### src/rtl/mem_arb_pkg.sv
// Shared types for the RAM bus arbiter.
// Sequencer states, owner tags, latency counter width.
package mem_arb_pkg;

  typedef enum logic [1:0] {
    ARB_IDLE  = 2'd0,
    ARB_ISSUE = 2'd1,
    ARB_WAIT  = 2'd2
  } arb_state_e;

  typedef enum logic {
    OWN_CPU = 1'b0,
    OWN_VGA = 1'b1
  } arb_owner_e;

  // Wide enough to count MEM_LATENCY-1 for latencies up to 3.
  localparam int LAT_W = 2;

endpackage

### src/rtl/arb_priority_sel.sv
// Winner pick for the RAM arbiter: VGA first, CPU
// forced in after MAX_VGA_STREAK back-to-back VGA grants.
module arb_priority_sel #(
  parameter int MAX_VGA_STREAK = 4
) (
  input  logic clk,
  input  logic reset_n,
  input  logic cpu_req,
  input  logic vga_req,
  input  logic sample,
  input  logic hold_cpu,
  input  logic hold_vga,
  output logic grant_cpu,
  output logic grant_vga
);

  localparam logic [3:0] STREAK_MAX = 4'(MAX_VGA_STREAK);

  logic [3:0] streak_q, streak_d;
  logic       pick_cpu, pick_vga;

  // A requester whose ack is pulsing is still holding
  // its old request, so its pick is deferred a cycle.
  always_comb begin
    pick_vga  = vga_req & ~(cpu_req & (streak_q == STREAK_MAX));
    pick_cpu  = cpu_req & ~pick_vga;
    grant_vga = sample & pick_vga & ~hold_vga;
    grant_cpu = sample & pick_cpu & ~hold_cpu;
  end

  // Count VGA grants that made the CPU wait.
  always_comb begin
    streak_d = streak_q;
    if (sample) begin
      if (!cpu_req || grant_cpu) begin
        streak_d = '0;
      end else if (grant_vga && streak_q < STREAK_MAX) begin
        streak_d = streak_q + 4'd1;
      end
    end
  end

  // Streak register.
  always_ff @(posedge clk or negedge reset_n) begin
    if (!reset_n) begin
      streak_q <= '0;
    end else begin
      streak_q <= streak_d;
    end
  end

endmodule

### src/rtl/mem_bus_arbiter.sv
// Shares the single-port RAM between the CPU and the
// VGA fetcher: IDLE -> ISSUE -> WAIT, one access at a time.
module mem_bus_arbiter
  import mem_arb_pkg::*;
#(
  parameter int ADDR_W         = 16,
  parameter int DATA_W         = 8,
  parameter int MEM_LATENCY    = 1,
  parameter int MAX_VGA_STREAK = 4
) (
  input  logic              clk,
  input  logic              reset_n,
  input  logic              cpu_req,
  input  logic              cpu_we,
  input  logic [ADDR_W-1:0] cpu_addr,
  input  logic [DATA_W-1:0] cpu_wdata,
  output logic [DATA_W-1:0] cpu_rdata,
  output logic              cpu_ack,
  output logic              cpu_rdy,
  input  logic              vga_req,
  input  logic [ADDR_W-1:0] vga_addr,
  output logic [DATA_W-1:0] vga_rdata,
  output logic              vga_ack,
  output logic              mem_en,
  output logic              mem_we,
  output logic [ADDR_W-1:0] mem_addr,
  output logic [DATA_W-1:0] mem_wdata,
  input  logic [DATA_W-1:0] mem_rdata
);

  arb_state_e        state_q, state_d;
  arb_owner_e        owner_q, owner_d;
  logic [ADDR_W-1:0] addr_q, addr_d;
  logic              we_q, we_d;
  logic [DATA_W-1:0] wdata_q, wdata_d;
  logic [LAT_W-1:0]  lat_q, lat_d;
  logic [DATA_W-1:0] cpu_rdata_q, cpu_rdata_d;
  logic [DATA_W-1:0] vga_rdata_q, vga_rdata_d;
  logic              cpu_ack_q, cpu_ack_d;
  logic              vga_ack_q, vga_ack_d;
  logic              sample;
  logic              grant_cpu, grant_vga;
  logic              lat_last;

  assign sample   = (state_q == ARB_IDLE);
  assign lat_last = (lat_q == LAT_W'(MEM_LATENCY - 1));

  arb_priority_sel #(
    .MAX_VGA_STREAK (MAX_VGA_STREAK)
  ) u_sel (
    .clk       (clk),
    .reset_n   (reset_n),
    .cpu_req   (cpu_req),
    .vga_req   (vga_req),
    .sample    (sample),
    .hold_cpu  (cpu_ack_q),
    .hold_vga  (vga_ack_q),
    .grant_cpu (grant_cpu),
    .grant_vga (grant_vga)
  );

  // Sequencer state register.
  always_ff @(posedge clk or negedge reset_n) begin
    if (!reset_n) begin
      state_q <= ARB_IDLE;
    end else begin
      state_q <= state_d;
    end
  end

  // Next state: grant, one strobe cycle, then latency wait.
  always_comb begin
    state_d = state_q;
    unique case (state_q)
      ARB_IDLE:  if (grant_cpu || grant_vga) state_d = ARB_ISSUE;
      ARB_ISSUE: state_d = ARB_WAIT;
      ARB_WAIT:  if (lat_last) state_d = ARB_IDLE;
      default:   state_d = ARB_IDLE;
    endcase
  end

  // Access latch, latency counter, read capture and acks.
  always_comb begin
    owner_d     = owner_q;
    addr_d      = addr_q;
    we_d        = we_q;
    wdata_d     = wdata_q;
    lat_d       = lat_q;
    cpu_rdata_d = cpu_rdata_q;
    vga_rdata_d = vga_rdata_q;
    cpu_ack_d   = 1'b0;
    vga_ack_d   = 1'b0;
    unique case (1'b1)
      grant_vga: begin
        owner_d = OWN_VGA;
        addr_d  = vga_addr;
        we_d    = 1'b0;
        wdata_d = '0;
      end
      grant_cpu: begin
        owner_d = OWN_CPU;
        addr_d  = cpu_addr;
        we_d    = cpu_we;
        wdata_d = cpu_wdata;
      end
      default: ;
    endcase
    if (state_q == ARB_ISSUE) begin
      lat_d = '0;
    end else if (state_q == ARB_WAIT && !lat_last) begin
      lat_d = lat_q + 1'b1;
    end
    if (state_q == ARB_WAIT && lat_last) begin
      if (owner_q == OWN_CPU) begin
        cpu_ack_d = 1'b1;
        if (!we_q) cpu_rdata_d = mem_rdata;
      end else begin
        vga_ack_d   = 1'b1;
        vga_rdata_d = mem_rdata;
      end
    end
  end

  // Datapath registers.
  always_ff @(posedge clk or negedge reset_n) begin
    if (!reset_n) begin
      owner_q     <= OWN_CPU;
      addr_q      <= '0;
      we_q        <= 1'b0;
      wdata_q     <= '0;
      lat_q       <= '0;
      cpu_rdata_q <= '0;
      vga_rdata_q <= '0;
      cpu_ack_q   <= 1'b0;
      vga_ack_q   <= 1'b0;
    end else begin
      owner_q     <= owner_d;
      addr_q      <= addr_d;
      we_q        <= we_d;
      wdata_q     <= wdata_d;
      lat_q       <= lat_d;
      cpu_rdata_q <= cpu_rdata_d;
      vga_rdata_q <= vga_rdata_d;
      cpu_ack_q   <= cpu_ack_d;
      vga_ack_q   <= vga_ack_d;
    end
  end

  // RAM strobe only in ISSUE; bus parks at zero otherwise.
  always_comb begin
    mem_en    = (state_q == ARB_ISSUE);
    mem_we    = mem_en & we_q;
    mem_addr  = mem_en ? addr_q : '0;
    mem_wdata = mem_we ? wdata_q : '0;
  end

  assign cpu_rdata = cpu_rdata_q;
  assign vga_rdata = vga_rdata_q;
  assign cpu_ack   = cpu_ack_q;
  assign vga_ack   = vga_ack_q;
  assign cpu_rdy   = ~cpu_req | cpu_ack_q;

endmodule

### config.mk
export PLATFORM = sky130hd
export DESIGN_NAME = mem_bus_arbiter
export DESIGN_NICKNAME = d
export VERILOG_FILES = /design/src/rtl/mem_arb_pkg.sv /design/src/rtl/arb_priority_sel.sv /design/src/rtl/mem_bus_arbiter.sv
export SDC_FILE = /design/constraint.sdc
export NUM_CORES = 1
export LEC_CHECK = 0
export BUFFER_PORTS_ARGS = -buffer_cell sky130_fd_sc_hd__clkbuf_2
export CAP_MARGIN = 10
export CORE_MARGIN = 4
export CORE_UTILIZATION = 50
export CTS_CLUSTER_SIZE = 12
export DETAILED_ROUTE_END_ITERATION = 7
export PLACE_DENSITY = 0.8
export SKIP_CTS_REPAIR_TIMING = 1
export SYNTH_ARGS = -nofsm -noshare
export SYNTH_HDL_FRONTEND = slang
export SYNTH_SLANG_ARGS = --single-unit
### constraint.sdc
create_clock -name clk -period 4.6 [get_ports clk]
set_input_delay 0.92 -clock clk [delete_from_list [all_inputs] [get_ports clk]]
set_output_delay 0.92 -clock clk [all_outputs]
set_load 0.005 [all_outputs]
# --- After elaboration in Yosys (flattened, before gate mapping) ---
# Cells that the tools add are included.
# W data, S select, Z words.
classes:
  add_sub_neg: 2
  n_mul: 0
  div: 0
  magnitude_cmp: 1
  eq_ne: 5
  shifts: 0
  mux: 17
  bitwise_logic: 16
  reduce_logical: 16
op_table:
  columns: ["cell", "n"]
  rows:
  - ["$pmux W16 S2", 1]
  - ["$mux W16", 1]
  - ["$pmux W8 S2", 1]
  - ["$and A1 B1 Y1", 8]
  - ["$mux W2", 4]
  - ["$mux W4", 2]
  - ["$mux W8", 1]
  - ["$not A1 Y1", 7]
  - ["$pmux W2 S3", 1]
  - ["$reduce_and A2 Y1", 3]
  - ["$reduce_bool A2 Y1", 3]
  - ["$add A4 B1 Y4 const B", 1]
  - ["$eq A4 B3 Y1 const B", 1]
  - ["$logic_not A2 Y1", 2]
  - ["$lt A4 B3 Y1 const B", 1]
  - ["$mux W1", 4]
  - ["$ne A2 B2 Y1 const B", 2]
  - ["$pmux W1 S2", 2]
  - ["$logic_and A1 B1 Y1", 3]
  - ["$reduce_and A3 Y1", 1]
  - ["$add A2 B1 Y2 const B", 1]
  - ["$eq A2 B1 Y1 const B", 1]
  - ["$eq A2 B2 Y1 const B", 1]
  - ["$logic_not A1 Y1", 2]
  - ["2 further kinds", 3]
word_totals:
  register_bits: 52
  latchBits: 0
  mem_bits_rw: 0
  rom_bits: 0
  in_bits: 53
  output_inout_bits: 45
  elab_cells: 68
  mem_count: 0

# --- Longest topological paths before layout ---
# Gate-level depths: netlist of the first run.
depth:
  depth_word: 11
  ltp_mapped: 7
  mapped_depth_nobuf: 5

# --- Modules after synthesis ---
# Synthesis of the first run repeated with hierarchy kept, for this count alone.
hier_totals:
  hier_cells: 221
  area_unflattened_um2: 2457.4
by_module_without_submodules:
  columns: ["mod", "instances", "cells_each", "area_each_um2", "seq_area_each_um2"]
  rows:
  - ["mem_bus_arbiter", 1, 194, 2188.3, 1201.2]
  - ["arb_priority_sel", 1, 27, 269.0, 100.1]

# --- Worst setup path after synthesis of the first run ---
# OpenSTA, ideal clock, no wires.
synth_timing:
  kind: "register to output"
  startpoint: "register state_q[1]"
  endpoint: "output mem_addr[10]"
  t_arrival_ns: 1.293
  required_ns: 3.680
  slack_ns: 2.387
  path_stages_with_launch: 5
  n_path_buf: 2
  cell_sequence: "dfrtp_1 buf_2 nor2b_1 clkbuf_1 and2_1"
synth_between:
  elab_chain_len: 2
synth_lines:
  columns: ["item", "line_no", "text"]
  rows:
  - ["start, declared", "mem_bus_arbiter.sv:31", "arb_state_e state_q, state_d;"]
  - ["start signal, assigned", "mem_bus_arbiter.sv:67", "state_q <= state_d;"]
  - ["$eq A2 B1 Y1", "mem_bus_arbiter.sv:151", "mem_en = (state_q == ARB_ISSUE);"]
  - ["named net mem_en", "mem_bus_arbiter.sv:24", "output logic mem_en,"]
  - ["$mux W16", "mem_bus_arbiter.sv:153", "mem_addr = mem_en ? addr_q : '0;"]
  - ["end, declared", "mem_bus_arbiter.sv:26", "output logic [ADDR_W-1:0] mem_addr,"]
# The timed path passes the listed nets, and every way through them passes these cells.

# --- Final worst setup path of the first run ---
layout_timing:
  startpoint: "register state_q[0]"
  endpoint: "output mem_addr[3]"
layout_between:
  elab_chain_len: 2
layout_lines:
  columns: ["item", "line_no"]
  rows:
  - ["$eq A2 B1 Y1", "mem_bus_arbiter.sv:151"]
  - ["$mux W16", "mem_bus_arbiter.sv:153"]
# No other way between the ends.

==> impl_results.md, run 1 <==
* Status: completed
* Ports at 98
* Critical Path, Cell by Cell: nor2b_1, buf_4, and2_1, clkbuf_2
* GRT met3 Usage at 4.74%
* Synth cell types at 41
* Final WL at approximately 6700 µm
* Synth Area in Adders at 1.31%
* Gr usage total at 19.7%
* CP arrival at 2.17 ns
* Largest family of logic cells by synthesized area: compound AO/OA/AOI/OAI gates
* Post-synthesis instance area at ~0.0029 mm²
* Hold Path Class: reg2reg
* First-pass GRT wire length at roughly 11000 µm
* DRC viols at 0
* Final hold vios at 0
* Register area at 0.00130 mm²
* Family with the most delay on the worst path: simple AND/OR/NAND/NOR gates
* Commonest non-fill, non-tap cell in the layout: clkbuf_2
* Post-synthesis mux area share at between 10% and 20%
* Post-DP HPWL at about 4700 µm
* Syn-to-layout area delta at 20.8%
* Crit-path max cell delay at between 0.6 and 0.7 ns
* Met2 Resource Use GR at between 20 and 30%
* Core footprint at ~0.0055 mm²
* Vias at around 2300
* Largest net degree at the start of global routing at between 50 and 60
* Critical path class: reg2out
* Htree depth at 2
* Vias in the first global route at 2332
* DRT iter0 DRCs at about 140
* Clk buf depth at 2
* Primary FF master, synth: dfrtp_1
* Clk_lat worst skew at 0.30 ns
* XOR/XNOR Fraction of Synth Area at 0%
* Slowest-stage cell, CP: dfrtp_1
* Sequential share of the synthesized area at 45.3%
* Fin nets at slightly above 400
* Yosys reg bits at 52
* Port bufs at 97
* Total grt overflow at 0
* Hold_sp: cpu_rdata[4]$_DFFE_PN0P_
* Root Buffer: clkbuf_8
* P per Cell Area at approximately 560 mW/mm²
* Period utilization at 67.1%
* Avg Synthesized Cell Area at around 11 µm²
* Max Cap Viol at 0
* Simple-gate area share of the yosys netlist at a little under an eighth
* Drt first pass iters at 4
* Die H at ~84 µm
* Least-Margin Pin Slew at 0.882 ns
* Mapped Nets at around 320
* RSZ-0062 raised after global routing: no
* Row cnt at 27
* Crit path capture type: output pin
* Wire per inst at approximately 16 µm
* Worst R2R Start: u_sel.streak_q[0]$_DFFE_PN0P_
* Most frequent cells in the layout: clkbuf_2, dfrtp_1, inv_1
* Final Instance Area at roughly 0.0035 mm²
* Launch point of the worst path: state_q[0]$_DFFE_PN0P_
* Bufs and invs on worst path at 2
* Antenna Violating Nets Remaining at 0
* Layout cells sized above 1 at about two fifths
* Clk sink count at 52
* Die width at about 84 µm
* Critical path peak fanout at 16
* Busiest layer in global routing: met2
* Initial antenna violation count at 0
* Ys async rst share at 100%
* Clock transition at path regs at 0.09 ns
* Post-synth EDFFs at 0
* Worst Skew at 0.00418 ns
* Filler cells at roughly 470
* Cell area reported after detailed placement at roughly 0.0034 mm²
* Final setup viols at 0
* DIE AREA at around 0.007 mm²
* Worst EP required at between 3 and 4 ns
* Fin crit period at roughly 3.1 ns
* Worst reg-to-reg setup slack at 2.09 ns
* M1 GR Usage at roughly 29%
* Syn Inst Count at 260
* Post-synthesis compound-gate area fraction at 21.9%
* Slew HR at 40.9%
* CTS tree: yes
* Ys Warns at 0
* Critical Path Source Type: flop
* Setup TNS at 0 ns
* Worst vdd ir at roughly 320 µV
* GP Congestion at ~0.78
* Starting Density at between 50% and 60%
* Lkg Pwr at approximately 1.8 nW
* Multi-input logic area at 0.00130 mm²
* Fmax at between 300 and 400 MHz
* Num CTS Buffers at 5
* Vias per std cell at 5.53
* Fin. max-slew vios at 0
* Fin Hold WS at approximately 0.51 ns
* ANT cells at 0
[flip-flops by register name, summed over array words and instances (netlist names)]
register and cells:
addr_q 16, cpu_rdata 8, vga_rdata 8, wdata_q 8
u_sel.streak_q 4, lat_q 2, state_q 2, cpu_ack 1
owner_q 1, vga_ack 1, we_q 1
[report_power, final]
part / internal [mW] / leakage (nW) / switching, mW
combinational: 0.438 / 1.13 / 0.395
sequential: 0.661 / 0.631 / 0.156
clock: 0.162 / 0.0552 / 0.144
total: 1.26 / 1.81 / 0.695
[stage by stage]
stage          worst slack, ns  total power [mW]  util, %  instances
2_1_floorplan             2.39              1.37        -        260
3_3_place_gp              1.77              1.63     60.7        413
3_5_place_dp              1.72              1.67     60.7        413
4_1_cts                   1.50              1.98     62.7        421
5_1_grt                   1.31              2.11     62.7        421
6_report                  1.51              1.96     62.7        421
[final timing paths]
path | endpoint | cells after the start
max | mem_addr[3] | 4
min | cpu_rdata[4]$_DFFE_PN0P_ | 1
max reg2reg | addr_q[2]$_DFFE_PN0P_ | 5
min reg2reg | cpu_rdata[4]$_DFFE_PN0P_ | 1
max in group asynchronous | vga_rdata[2]$_DFFE_PN0P_ | 2
min in group asynchronous | u_sel.streak_q[2]$_DFFE_PN0P_ | 2
[cell families after synthesis]
group / after synthesis
AO/OA/AOI/OAI: 72
buffers and inverters: 61
flip-flops: 52
AND/OR/NAND/NOR: 46
multiplexers: 26
adder cells (fa/ha/maj): 3
[Yosys cell counts (2+ instances only)]
master     n  area, µm²
a21boi_0  10       75.1
and3_1     8       50.1
a221oi_1  11       96.3
buf_4      3       22.5
nand2_1    2       7.51
o2111a_1  16        180
nor2b_1    2       12.5
o21a_1     2       15.0
a221oi_2   5       75.1
buf_6      3       33.8
ha_1       3       37.5
nand4b_2   2       30.0
a22o_1     3       26.3
nor2_1     4       15.0
mux2_2    24        270
a21oi_1   17       85.1
and2_1    18        113
mux2_1     2       22.5
clkbuf_1   9       33.8
inv_1     40        150
dfrtp_1   52       1300
buf_2      5       25.0
[routing by layer]
layer	wire length [µm]	share of wire, %
met1	3050	45
met2	3070	46
met3	492	7.3
met4	89	1.3
met5	0	0
[area by class of cell]
cell class | count | share of cell area (%)
tap | 72 | 2.59
timing repair buffer | 101 | 14.8
clock buffer | 6 | 2.09
sequential | 52 | 37.5
inverter | 41 | 4.43
multi-input combinational | 147 | 37.5
clock inverter | 2 | 1.01
No activity file was read; power rests on OpenSTA's default activity.
==> inputs of run 2 (changes only) <==
ABC_AREA = 1   (was default)
CORE_UTILIZATION = 44   (was 50)
PLACE_DENSITY = 0.75   (was 0.8)
clock period = 2.7 ns   (was 4.6 ns; I/O delays follow)
==> run 2 against run 1 <==
Clock power up 73%. Clock skew increased by 0.0037 ns. Global-route usage fell by 2.8 points. Worst hold slack worse by 0.30 ns. Sequential power increased by 60%. Setup slack got worse by 0.97 ns. First-iteration DRC count decreased by 54%. Sequential share of layout area grew 2.8 points. Via count decreased by 5.0%. Register-to-register slack worse by 1.3 ns. Synthesized area decreased by 8.6%. Routed wire length shrank 9.6%. Largest cell class is now sequential cells.
==> impl_results.md, run 2 <==
* First-pass GRT wire length at 10000 µm (was 11500 µm)
* CTS tree: yes (unchanged)
* Vias in the first global route at 2197 (was 2332)
* Final core utilization at 57.2% (was 62.7%)
* Worst Skew at 0.00788 ns (was 0.00418 ns)
* Worst EP required at 2.16 ns (was 3.68 ns)
* Most frequent cell after synthesis: dfrtp_1 (unchanged)
* Post-synthesis instance area at 0.00263 mm² (was 0.00287 mm²)
* Avg Synthesized Cell Area at 8.85 µm² (was 11.1 µm²)
* GP Congestion at 0.741 (was 0.782)
* Clk_lat worst skew at 0.30 ns (about the same)
* Post-synth top cells: dfrtp_1, inv_1, nor2_1 (was dfrtp_1, inv_1, mux2_2)
* Ports at 98 (unchanged)
* DRC viols at 0 (unchanged)
* Worst reg-to-reg setup slack at 0.75 ns (was 2.09 ns)
* Slew HR at 54.4% (was 40.9%)
* Die width at 85.3 µm (was 83.8 µm)
* Most frequent cells in the layout: clkbuf_2, dfrtp_1, inv_1 (unchanged)
* Filler cells at 531 (was 472)
* Non-Filler Instances at 465 (was 421)
* Setup TNS at 0 ns (unchanged)
* Reg with most FFs: addr_q (unchanged)
* Die H at 85.3 µm (was 83.8 µm)
* Layout cells sized above 1 at 40.5% (was 41.5%)
* Final setup viols at 0 (unchanged)
* Clk buf depth at 2 (unchanged)
* Htree depth at 2 (unchanged)
* Initial antenna violation count at 0 (unchanged)
* Multi-input logic area at 0.00103 mm² (was 0.00130 mm²)
* Critical path class: reg2out (unchanged)
* Worst vdd ir at 495 µV (was 318 µV)
* Total grt overflow at 0 (unchanged)
* Yosys top cell by area: dfrtp_1 (unchanged)
* Final hold vios at 0 (unchanged)
* Ys async rst share at 100% (unchanged)
* Synth cell types at 25 (was 41)
* Lkg Pwr at 1.76 nW (was 1.81 nW)
* Port bufs at 97 (unchanged)
* Num CTS Buffers at 5 (unchanged)
* Root Buffer: clkbuf_8 (unchanged)
* Fin crit period at ~2.2 ns
* Register area at 0.00130 mm² (unchanged)
* Wire per inst at 13.0 µm (was 15.9 µm)
* Vias per std cell at 4.76 (was 5.53)
* Syn Inst Count at 297 (was 260)
* Synth top area cells: dfrtp_1, o21ai_2, inv_1 (was dfrtp_1, mux2_2, o2111a_1)
* Post-synth top area share at 49.5% (was 45.3%)
* Row cnt at 27 (unchanged)
* Sequential share of the synthesized area at 49.5% (was 45.3%)
* P per Cell Area at 1020 mW/mm² (was 563 mW/mm²)
* Commonest non-fill, non-tap cell in the layout: clkbuf_2 (unchanged)
* Hold Path Class: in2async (was reg2reg)
* Critical Path Source Type: flop (unchanged)
* Fmax at approximately 460 MHz
* Overall Power at 3.28 mW (was 1.96 mW)
* Fin nets at 448 (was 404)
* Vias at 2214 (was 2330)
* Period utilization at 79.9%
* ANT cells at 0 (unchanged)
* Post-DP HPWL at 4570 µm (was 4740 µm)
* DIE AREA at 0.00727 mm² (was 0.00702 mm²)
* RSZ-0062 raised after global routing: no (unchanged)
* Gr usage total at 16.9% (was 19.7%)
* Max Cap Viol at 0 (unchanged)
* Final WL at 6060 µm (was 6700 µm)
* Ys Warns at 0 (unchanged)
* Primary FF master, synth: dfrtp_1 (unchanged)
* Mapped Nets at 353 (was 316)
* Clock transition at path regs at 0.10 ns (was 0.09 ns)
* Fin. max-slew vios at 0 (unchanged)
* Clk sink count at 52 (unchanged)
* Crit path capture type: output pin (unchanged)
* Yosys reg bits at 52 (unchanged)
* DRT iter0 DRCs at 65 (was 142)
* Number of flip-flops in the largest register at 16 (unchanged)
* Syn-to-layout area delta at 22.8% (was 20.8%)
* Drt first pass iters at 4 (unchanged)
* CP arrival at 1.62 ns (was 2.17 ns)
* Least-Margin Pin Slew at 0.682 ns (was 0.882 ns)
* Status: completed (unchanged)
* Core footprint at 0.00564 mm² (was 0.00554 mm²)
* Starting Density at 46.6% (was 51.9%)
* Placed Cells incl. Taps at 457 (was 413)
* Critical path peak fanout at 19 (was 16)
* Antenna Violating Nets Remaining at 0 (unchanged)
* Post-synth EDFFs at 0 (unchanged)
* Largest net degree at the start of global routing at 35 (was 53)
run 2: worst max-delay path, stage by stage (launching register included):
cell and delay [ns]:
dfrtp_1 0.37, inv_1 0.07, nor2_1 0.16, inv_2 0.18, nor2_1 0.20, inv_2 0.10
nor2_1 0.11, clkbuf_2 0.12
run 2: worst paths after layout:
check                      cells after the start                          start                     end
max reg2reg                                   10  u_sel.streak_q[0]$_DFFE_PN0P_   addr_q[0]$_DFFE_PN0P_
min in group clk                               3                   cpu_wdata[1]  wdata_q[1]$_DFFE_PN0P_
max in group asynchronous                      2                        reset_n  wdata_q[1]$_DFFE_PN0P_
min reg2reg                                    1            owner_q$_DFFE_PN0P_       cpu_ack$_DFF_PN0_
max                                            7         state_q[0]$_DFFE_PN0P_            mem_wdata[3]
min                                            2                        reset_n  addr_q[11]$_DFFE_PN0P_
run 2: stage by stage:
stage / worst slack (ns) / hold WS, ns / area [µm²]
floorplan: 1.12 / 0.244 / 2630
global placement: 0.708 / 0.458 / 3120
detailed placement: 0.641 / 0.440 / 3120
CTS: 0.504 / 0.216 / 3230
global route: 0.332 / 0.217 / 3230
finish: 0.543 / 0.210 / 3230
run 2: cells by family after synthesis:
family                     synth area share [%]
adders and majority gates                  1.43
buffers and inverters                      11.1
xor gates and xnor gates                  0.333
DFF                                        49.5
and+or+nand+nor                            20.4
AOI/OAI and AO/OA                          17.2
run 2: cell type report:
cell class / instances / area share (%)
repair buffers: 99 / 15.5
multi-input cells: 183 / 32.0
clock inverters: 2 / 1.09
flip-flops and latches: 52 / 40.3
inverters: 51 / 6.01
well taps: 72 / 2.79
clock buffers: 6 / 2.25
run 2: layer usage:
| layer | GRT usage, % | vias up | share of wire, % |
|---|---|---|---|
| met4 | 3.88 | 0 | 0.86 |
| met5 | 0 | - | 0 |
| met1 | 22.6 | 985 | 46 |
| met2 | 26.2 | 96 | 42 |
| met3 | 6.21 | 7 | 12 |
| li1 | - | 1126 | - |
run 2: power breakdown:
group,internal (mW),switching (mW),total [mW]
clock network,0.276,0.254,0.529
logic,0.557,0.882,1.44
registers,1.13,0.181,1.31
total,1.96,1.32,3.28
